===== config.mk =====
export PLATFORM = sky130hd
export DESIGN_NAME = key_debounce_pulse_flat
export DESIGN_NICKNAME = d
export VERILOG_FILES = /design/src/rtl/key_debounce_pulse_if.sv /design/src/rtl/key_debounce_pulse.sv /design/src/flat_wrapper.sv
export SDC_FILE = /design/constraint.sdc
export NUM_CORES = 1
export LEC_CHECK = 0
export ABC_AREA = 1
export CAP_MARGIN = 20
export CORE_ASPECT_RATIO = 1.75
export CORE_MARGIN = 3
export CORE_UTILIZATION = 30
export CTS_CLUSTER_DIAMETER = 30
export DETAILED_ROUTE_END_ITERATION = 10
export PLACE_DENSITY_LB_ADDON = 0.08
export SLEW_MARGIN = 20
export SYNTH_ARGS = -nofsm -noshare
export SYNTH_HDL_FRONTEND = slang
export SYNTH_SLANG_ARGS = --single-unit

===== constraint.sdc =====
create_clock -name i_clk -period 2.4 [get_ports i_clk]
set_input_delay 0.48 -clock i_clk [delete_from_list [all_inputs] [get_ports i_clk]]
set_output_delay 0.48 -clock i_clk [all_outputs]
set_load 0.005 [all_outputs]

===== src/rtl/key_debounce_pulse_if.sv =====
// Key conditioner signal bundle.
// The board side (master) drives the raw key; the conditioner (slave)
// returns the debounced level, press/release pulses, press counter and
// a debug view of its FSM state.
// o_pressed/o_released are one-cycle strobes with no back-pressure: a
// consumer samples them on any clock edge where they are high; there is
// no ready, so a strobe is never held or retried.
interface key_debounce_pulse_if;
  logic       i_key_n;
  logic       o_level;
  logic       o_pressed;
  logic       o_released;
  logic [7:0] o_press_count;
  logic [1:0] o_state;

  modport master (
    output i_key_n,
    input  o_level,
    input  o_pressed,
    input  o_released,
    input  o_press_count,
    input  o_state
  );

  modport slave (
    input  i_key_n,
    output o_level,
    output o_pressed,
    output o_released,
    output o_press_count,
    output o_state
  );
endinterface


===== src/rtl/key_debounce_pulse.sv =====
// Pushbutton conditioner for an active-low board key.
// Two-flop synchronizer, then a four-state debounce FSM that accepts a
// level change only after the synchronized key has been stable for
// DEBOUNCE_CYCLES cycles. Emits registered one-cycle press/release
// pulses and an 8-bit wrapping press counter.
// Optional auto-repeat while held: define KEY_AUTOREPEAT_EN.
module key_debounce_pulse #(
  parameter int DEBOUNCE_CYCLES = 1000000,
  parameter int REPEAT_DELAY    = 25000000,
  parameter int REPEAT_PERIOD   = 5000000,
  parameter int CNT_W           = 32
) (
  input  logic                  i_clk,
  input  logic                  i_rst_n,
  key_debounce_pulse_if.slave   key
);

  typedef enum logic [1:0] {
    S_UP       = 2'd0,
    S_UP_CHK   = 2'd1,
    S_DOWN     = 2'd2,
    S_DOWN_CHK = 2'd3
  } state_t;

`ifdef KEY_AUTOREPEAT_EN
  localparam bit AUTOREPEAT = 1'b1;
`else
  localparam bit AUTOREPEAT = 1'b0;
`endif

  localparam logic [CNT_W-1:0] DB_LAST = CNT_W'(DEBOUNCE_CYCLES - 1);
  localparam logic [CNT_W-1:0] RD_LAST = CNT_W'(REPEAT_DELAY - 1);
  localparam logic [CNT_W-1:0] RP_LAST = CNT_W'(REPEAT_PERIOD - 1);

  logic             sync1;
  logic             key_s;
  state_t           state, state_n;
  logic [CNT_W-1:0] cnt, cnt_n, cnt_inc;
  logic             rep_phase, rep_phase_n;  // 0: waiting initial delay, 1: periodic
  logic             level, level_n;
  logic             pressed, pressed_n;
  logic             released, released_n;
  logic [7:0]       press_count, press_count_n;
  logic             repeat_hit;

  // Two-flop synchronizer for the asynchronous key; resets to "released".
  always_ff @(posedge i_clk or negedge i_rst_n) begin
    if (!i_rst_n) begin
      sync1 <= 1'b1;
      key_s <= 1'b1;
    end else begin
      sync1 <= key.i_key_n;
      key_s <= sync1;
    end
  end

  // FSM, timing counter and registered outputs.
  always_ff @(posedge i_clk or negedge i_rst_n) begin
    if (!i_rst_n) begin
      state       <= S_UP;
      cnt         <= '0;
      rep_phase   <= 1'b0;
      level       <= 1'b0;
      pressed     <= 1'b0;
      released    <= 1'b0;
      press_count <= 8'd0;
    end else begin
      state       <= state_n;
      cnt         <= cnt_n;
      rep_phase   <= rep_phase_n;
      level       <= level_n;
      pressed     <= pressed_n;
      released    <= released_n;
      press_count <= press_count_n;
    end
  end

  // Saturating increment: the counter must never wrap back to a match.
  assign cnt_inc    = (cnt == {CNT_W{1'b1}}) ? cnt : cnt + 1'b1;
  assign repeat_hit = rep_phase ? (cnt == RP_LAST) : (cnt == RD_LAST);

  // Next-state, counter and pulse decode; every state entry clears the counter.
  always_comb begin
    state_n       = state;
    cnt_n         = cnt;
    rep_phase_n   = rep_phase;
    level_n       = level;
    pressed_n     = 1'b0;
    released_n    = 1'b0;
    press_count_n = press_count;
    case (state)
      S_UP: begin
        if (!key_s) begin
          state_n = S_UP_CHK;
          cnt_n   = '0;
        end
      end
      S_UP_CHK: begin
        if (key_s) begin
          state_n = S_UP;
          cnt_n   = '0;
        end else if (cnt == DB_LAST) begin
          state_n       = S_DOWN;
          cnt_n         = '0;
          rep_phase_n   = 1'b0;
          level_n       = 1'b1;
          pressed_n     = 1'b1;
          press_count_n = press_count + 8'd1;
        end else begin
          cnt_n = cnt_inc;
        end
      end
      S_DOWN: begin
        if (key_s) begin
          state_n     = S_DOWN_CHK;
          cnt_n       = '0;
          rep_phase_n = 1'b0;
        end else if (AUTOREPEAT) begin
          if (repeat_hit) begin
            cnt_n         = '0;
            rep_phase_n   = 1'b1;
            pressed_n     = 1'b1;
            press_count_n = press_count + 8'd1;
          end else begin
            cnt_n = cnt_inc;
          end
        end
      end
      S_DOWN_CHK: begin
        if (!key_s) begin
          // Bounce back to held: repeat timing restarts from the initial delay.
          state_n     = S_DOWN;
          cnt_n       = '0;
          rep_phase_n = 1'b0;
        end else if (cnt == DB_LAST) begin
          state_n    = S_UP;
          cnt_n      = '0;
          level_n    = 1'b0;
          released_n = 1'b1;
        end else begin
          cnt_n = cnt_inc;
        end
      end
      default: begin
        state_n = S_UP;
        cnt_n   = '0;
      end
    endcase
  end

  assign key.o_level       = level;
  assign key.o_pressed     = pressed;
  assign key.o_released    = released;
  assign key.o_press_count = press_count;
  assign key.o_state       = state;

endmodule


===== src/flat_wrapper.sv =====
// flat-port wrapper written by rule: the top's interface ports become plain ports
module key_debounce_pulse_flat 
#(
  parameter int DEBOUNCE_CYCLES = 1000000,
  parameter int REPEAT_DELAY    = 25000000,
  parameter int REPEAT_PERIOD   = 5000000,
  parameter int CNT_W           = 32
)
  (i_clk, i_rst_n, key_i_key_n, key_o_level, key_o_pressed, key_o_released, key_o_press_count, key_o_state);
  key_debounce_pulse_if key_i ();
  input  logic i_clk;
  input  logic i_rst_n;
  input wire logic [$bits(key_i.i_key_n)-1:0] key_i_key_n;
  output wire logic [$bits(key_i.o_level)-1:0] key_o_level;
  output wire logic [$bits(key_i.o_pressed)-1:0] key_o_pressed;
  output wire logic [$bits(key_i.o_released)-1:0] key_o_released;
  output wire logic [$bits(key_i.o_press_count)-1:0] key_o_press_count;
  output wire logic [$bits(key_i.o_state)-1:0] key_o_state;
  assign key_i.i_key_n = key_i_key_n;
  assign key_o_level = key_i.o_level;
  assign key_o_pressed = key_i.o_pressed;
  assign key_o_released = key_i.o_released;
  assign key_o_press_count = key_i.o_press_count;
  assign key_o_state = key_i.o_state;
  key_debounce_pulse #(.DEBOUNCE_CYCLES(DEBOUNCE_CYCLES), .REPEAT_DELAY(REPEAT_DELAY), .REPEAT_PERIOD(REPEAT_PERIOD), .CNT_W(CNT_W)) u_core (.i_clk(i_clk), .i_rst_n(i_rst_n), .key(key_i));
endmodule

==> impl_metrics.csv <==
group,metric,value,unit
run_status,outcome,"finished clean",
global_route,antenna_found_initial,0,
sta,final-max-slew-violation-count,0,
routing,drtIter0Drc,212,
clock_network,clkSinkCount,47,
synth,synth_top_cell_by_area,"dfrtp_1",
placed_design,dp_hpwl,7.855,mm
synth,syn-num-nets,498,
critical_path,timing.critical_path.buf_inv,0,
routing,drc,0,
synth,seq_area_frac_synth,0.3480,
synth,synth_compound_area_frac,0.04950,
critical_path,cp_max_fo,11,
sta,fmax,0.5051,GHz
floorplan,io_pins,16,
worst_hold_path,hold_path_class,"in2async",
clock_network,root_buffer,"clkbuf_16",
sta,slew_headroom,0.6791,
critical_path,arrival,2.17,ns
synth,synthXorXnorAreaFrac,0.01810,
synth,synth_top_area_share,0.3325,
synth,synth_fa_ha_area_frac,0.007388,
job,cap_violations,0,
synth,synthMuxAreaShare,0,
sta,min_period,1.980,ns
placed_design,io_buffers,15,
synth,syn_area_per_cell,6.870,um^2
synth,synthCells,493,
synth,yosys.area_share.simple,0.4832,
critical_path,r2r_slack,0.42,ns
synth,async_reset_ff_frac,1.000,
layout,drive_gt1_frac,0.1150,
power,power.total,1.705,mW
floorplan,die_y,146.6,um
sta,fin_crit_sh,0.8250,
layout,nets,517,
placed_design,gp_congestion,0.8562,
synth,yosys_warnings,0,
routing,ant_nets,0,
critical_path,critPathTopFamily,"simple AND/OR/NAND/NOR gates",
critical_path,critPathMaxStageDelay,0.40,ns
sta,finalClockSkew,0.005953,ns
sta,fin_tns_setup,0,ns
routing,wl,9.993,mm
critical_path,cp_slowest_cell,"dfrtp_1",
clock_network,path_clk_slew,0.07,ns
critical_path,crit_type,"reg2reg",
layout,n_antenna_cell,0,
global_route,overflow,0,
global_route,grt_pass1_wl,16.55,mm
clock_network,insertion_delay,0.30,ns
synth,synth_seq_cells,47,
synth,synth.cell_area,0.003387,mm^2
floorplan,rows,50,
synth,synth-edff-count,0,
clock_network,cts_tree,"built",
clock_network,cts_resized,0,
routing,vias_per_cell,4.947,
clock_network,ctsHoldBuffers,0,
global_route,grt_pass1_vias,3175,
critical_path,endpoint_kind,"flop",
sta,rsz0062_at_grt,"false",
critical_path,startpoint_type,"flop",
synth,synth_top_family_by_area,"simple AND/OR/NAND/NOR gates",
critical_path,crit_chain,"ha_1, nand2_2, nor2_8, nand2_4, nor2_8, nand3b_1, nand3_1, nand2_1, nand3_1, nand2_1",
sta,final-hold-violation-count,0,
layout,area_growth,13.41,%
sta,worst_slew_pin_slew,0.4799,ns
global_route,grt_usage,0.1678,
routing,via_count,3181,
routing,avgRoutedWirePerCell,15.54,um
power,ir_drop,0.0002493,V
synth,yosysUniqueCellTypes,32,
synth,ys.flop_type,"dfrtp_1",
sta,setup_viol,0,
power,powerDensity,444.0,mW/mm^2
floorplan,die_w,86.32,um
floorplan,die_area,0.01265,mm^2
clock_network,clock_path_buffers,2,
clock_network,htree_levels,2,
routing,drt_pass1_iterations,5,
global_route,grt_max_degree,32,
power,p_leak,1.793,nW
floorplan,initial_core_util,0.3111,
floorplan,core,0.01089,mm^2
synth,synth_area_leaders,"dfrtp_1 (33%), nand2_1 (18%), nand3_1 (9.0%), nor2_1 (6.0%), inv_1 (5.5%)",
clock_network,cts_made_buffers,5,
critical_path,cp.required,2.59,ns
clock_network,post-cts-setup-buffers,0,
[flip-flops by register name (all words and copies together) (netlist names), named ones only]
register	cells
u_core.cnt	32
u_core.key.o_level	1
u_core.key.o_press_count	8
u_core.key.o_pressed	1
u_core.key.o_released	1
u_core.key.o_state	1
u_core.key_s	1
u_core.sync1	1
[synth_stat cells, types with 4 or more instances]
cell type,instances
a21oi_1,9
xor2_1,5
nand3_2,12
nand2_2,5
o21ai_1,15
buf_2,4
buf_6,8
nand3b_1,4
nor2_4,5
dfrtp_1,45
inv_1,50
nand2_1,164
nand4_1,16
nor2_1,54
nor3_1,8
nand3_1,61
[cell type report]
cell class	instances	area, um^2
Multi-Input combinational cell	379	1891
Sequential cell	47	1179
Timing Repair Buffer	26	240.2
Tap cell	130	162.7
Clock buffer	5	125.1
Inverter	53	200.2
Clock inverter	3	43.79
Fill cell	1186	7044
[cells by family (layout without fill, tap and decap cells)]
logic type | after synthesis | in the layout
buffers and inverters | 67 | 87
AOI/OAI and AO/OA | 31 | 31
DFF | 47 | 47
xor gates and xnor gates | 7 | 7
adders and majority gates | 2 | 2
and+or+nand+nor | 339 | 339
[routing by layer]
metal	global-route usage	vias to the layer above	part of all wire
li1	-	1617	-
met1	0.1869	1470	0.38
met2	0.3090	72	0.55
met3	0.01750	22	0.026
met4	0.07722	0	0.040
met5	0	-	0
[placed cells by master, fill, tap and decap left out, drive strengths merged]
cell type and instances:
a21boi 1, dfstp 2, nor3b 1, clkdlybuf4s50 14, nor2 64, nand4 16
dfrtp 45, bufinv 1, xor2 5, clkbuf 5, o21ai 19, nand2 171
a21oi 10, nand3 75, buf 12, xnor2 2, clkinv 3, nor3 8
nand3b 4, o31ai 1, inv 52, ha 2
[where the power goes]
part | internal [mW] | switching [mW]
logic | 0.0213 | 0.0542
registers | 0.798 | 0.00787
clock network | 0.492 | 0.331
total | 1.31 | 0.393
[final timing paths]
| path | start | end | depth (start not counted) |
|---|---|---|---|
| hold / removal | i_rst_n | u_core.key.o_press_count[4] | 1 |
| min in group i_clk | u_core.sync1 | u_core.key_s | 0 |
| setup / recovery | u_core.cnt[0] | u_core.cnt[19] | 10 |
| max in group asynchronous | i_rst_n | u_core.sync1 | 2 |
| hold reg to reg | u_core.sync1 | u_core.key_s | 0 |
| setup reg to reg | u_core.cnt[0] | u_core.cnt[19] | 10 |
[through the flow]
stage                     hold slack, ns  worst slack [ns]    util  cell area [um^2]  instances
after floorplan                   0.1844            0.7602       -              3387        493
after global placement            0.3467            0.3812  0.3374              3672        635
after detailed placement          0.3515            0.3639  0.3374              3672        635
after CTS                         0.1021            0.3446  0.3529              3841        643
after global routing              0.1185            0.1904  0.3529              3841        643
final                            0.09602            0.4201  0.3529              3841        643
No activity file was read; power rests on OpenSTA's default activity.
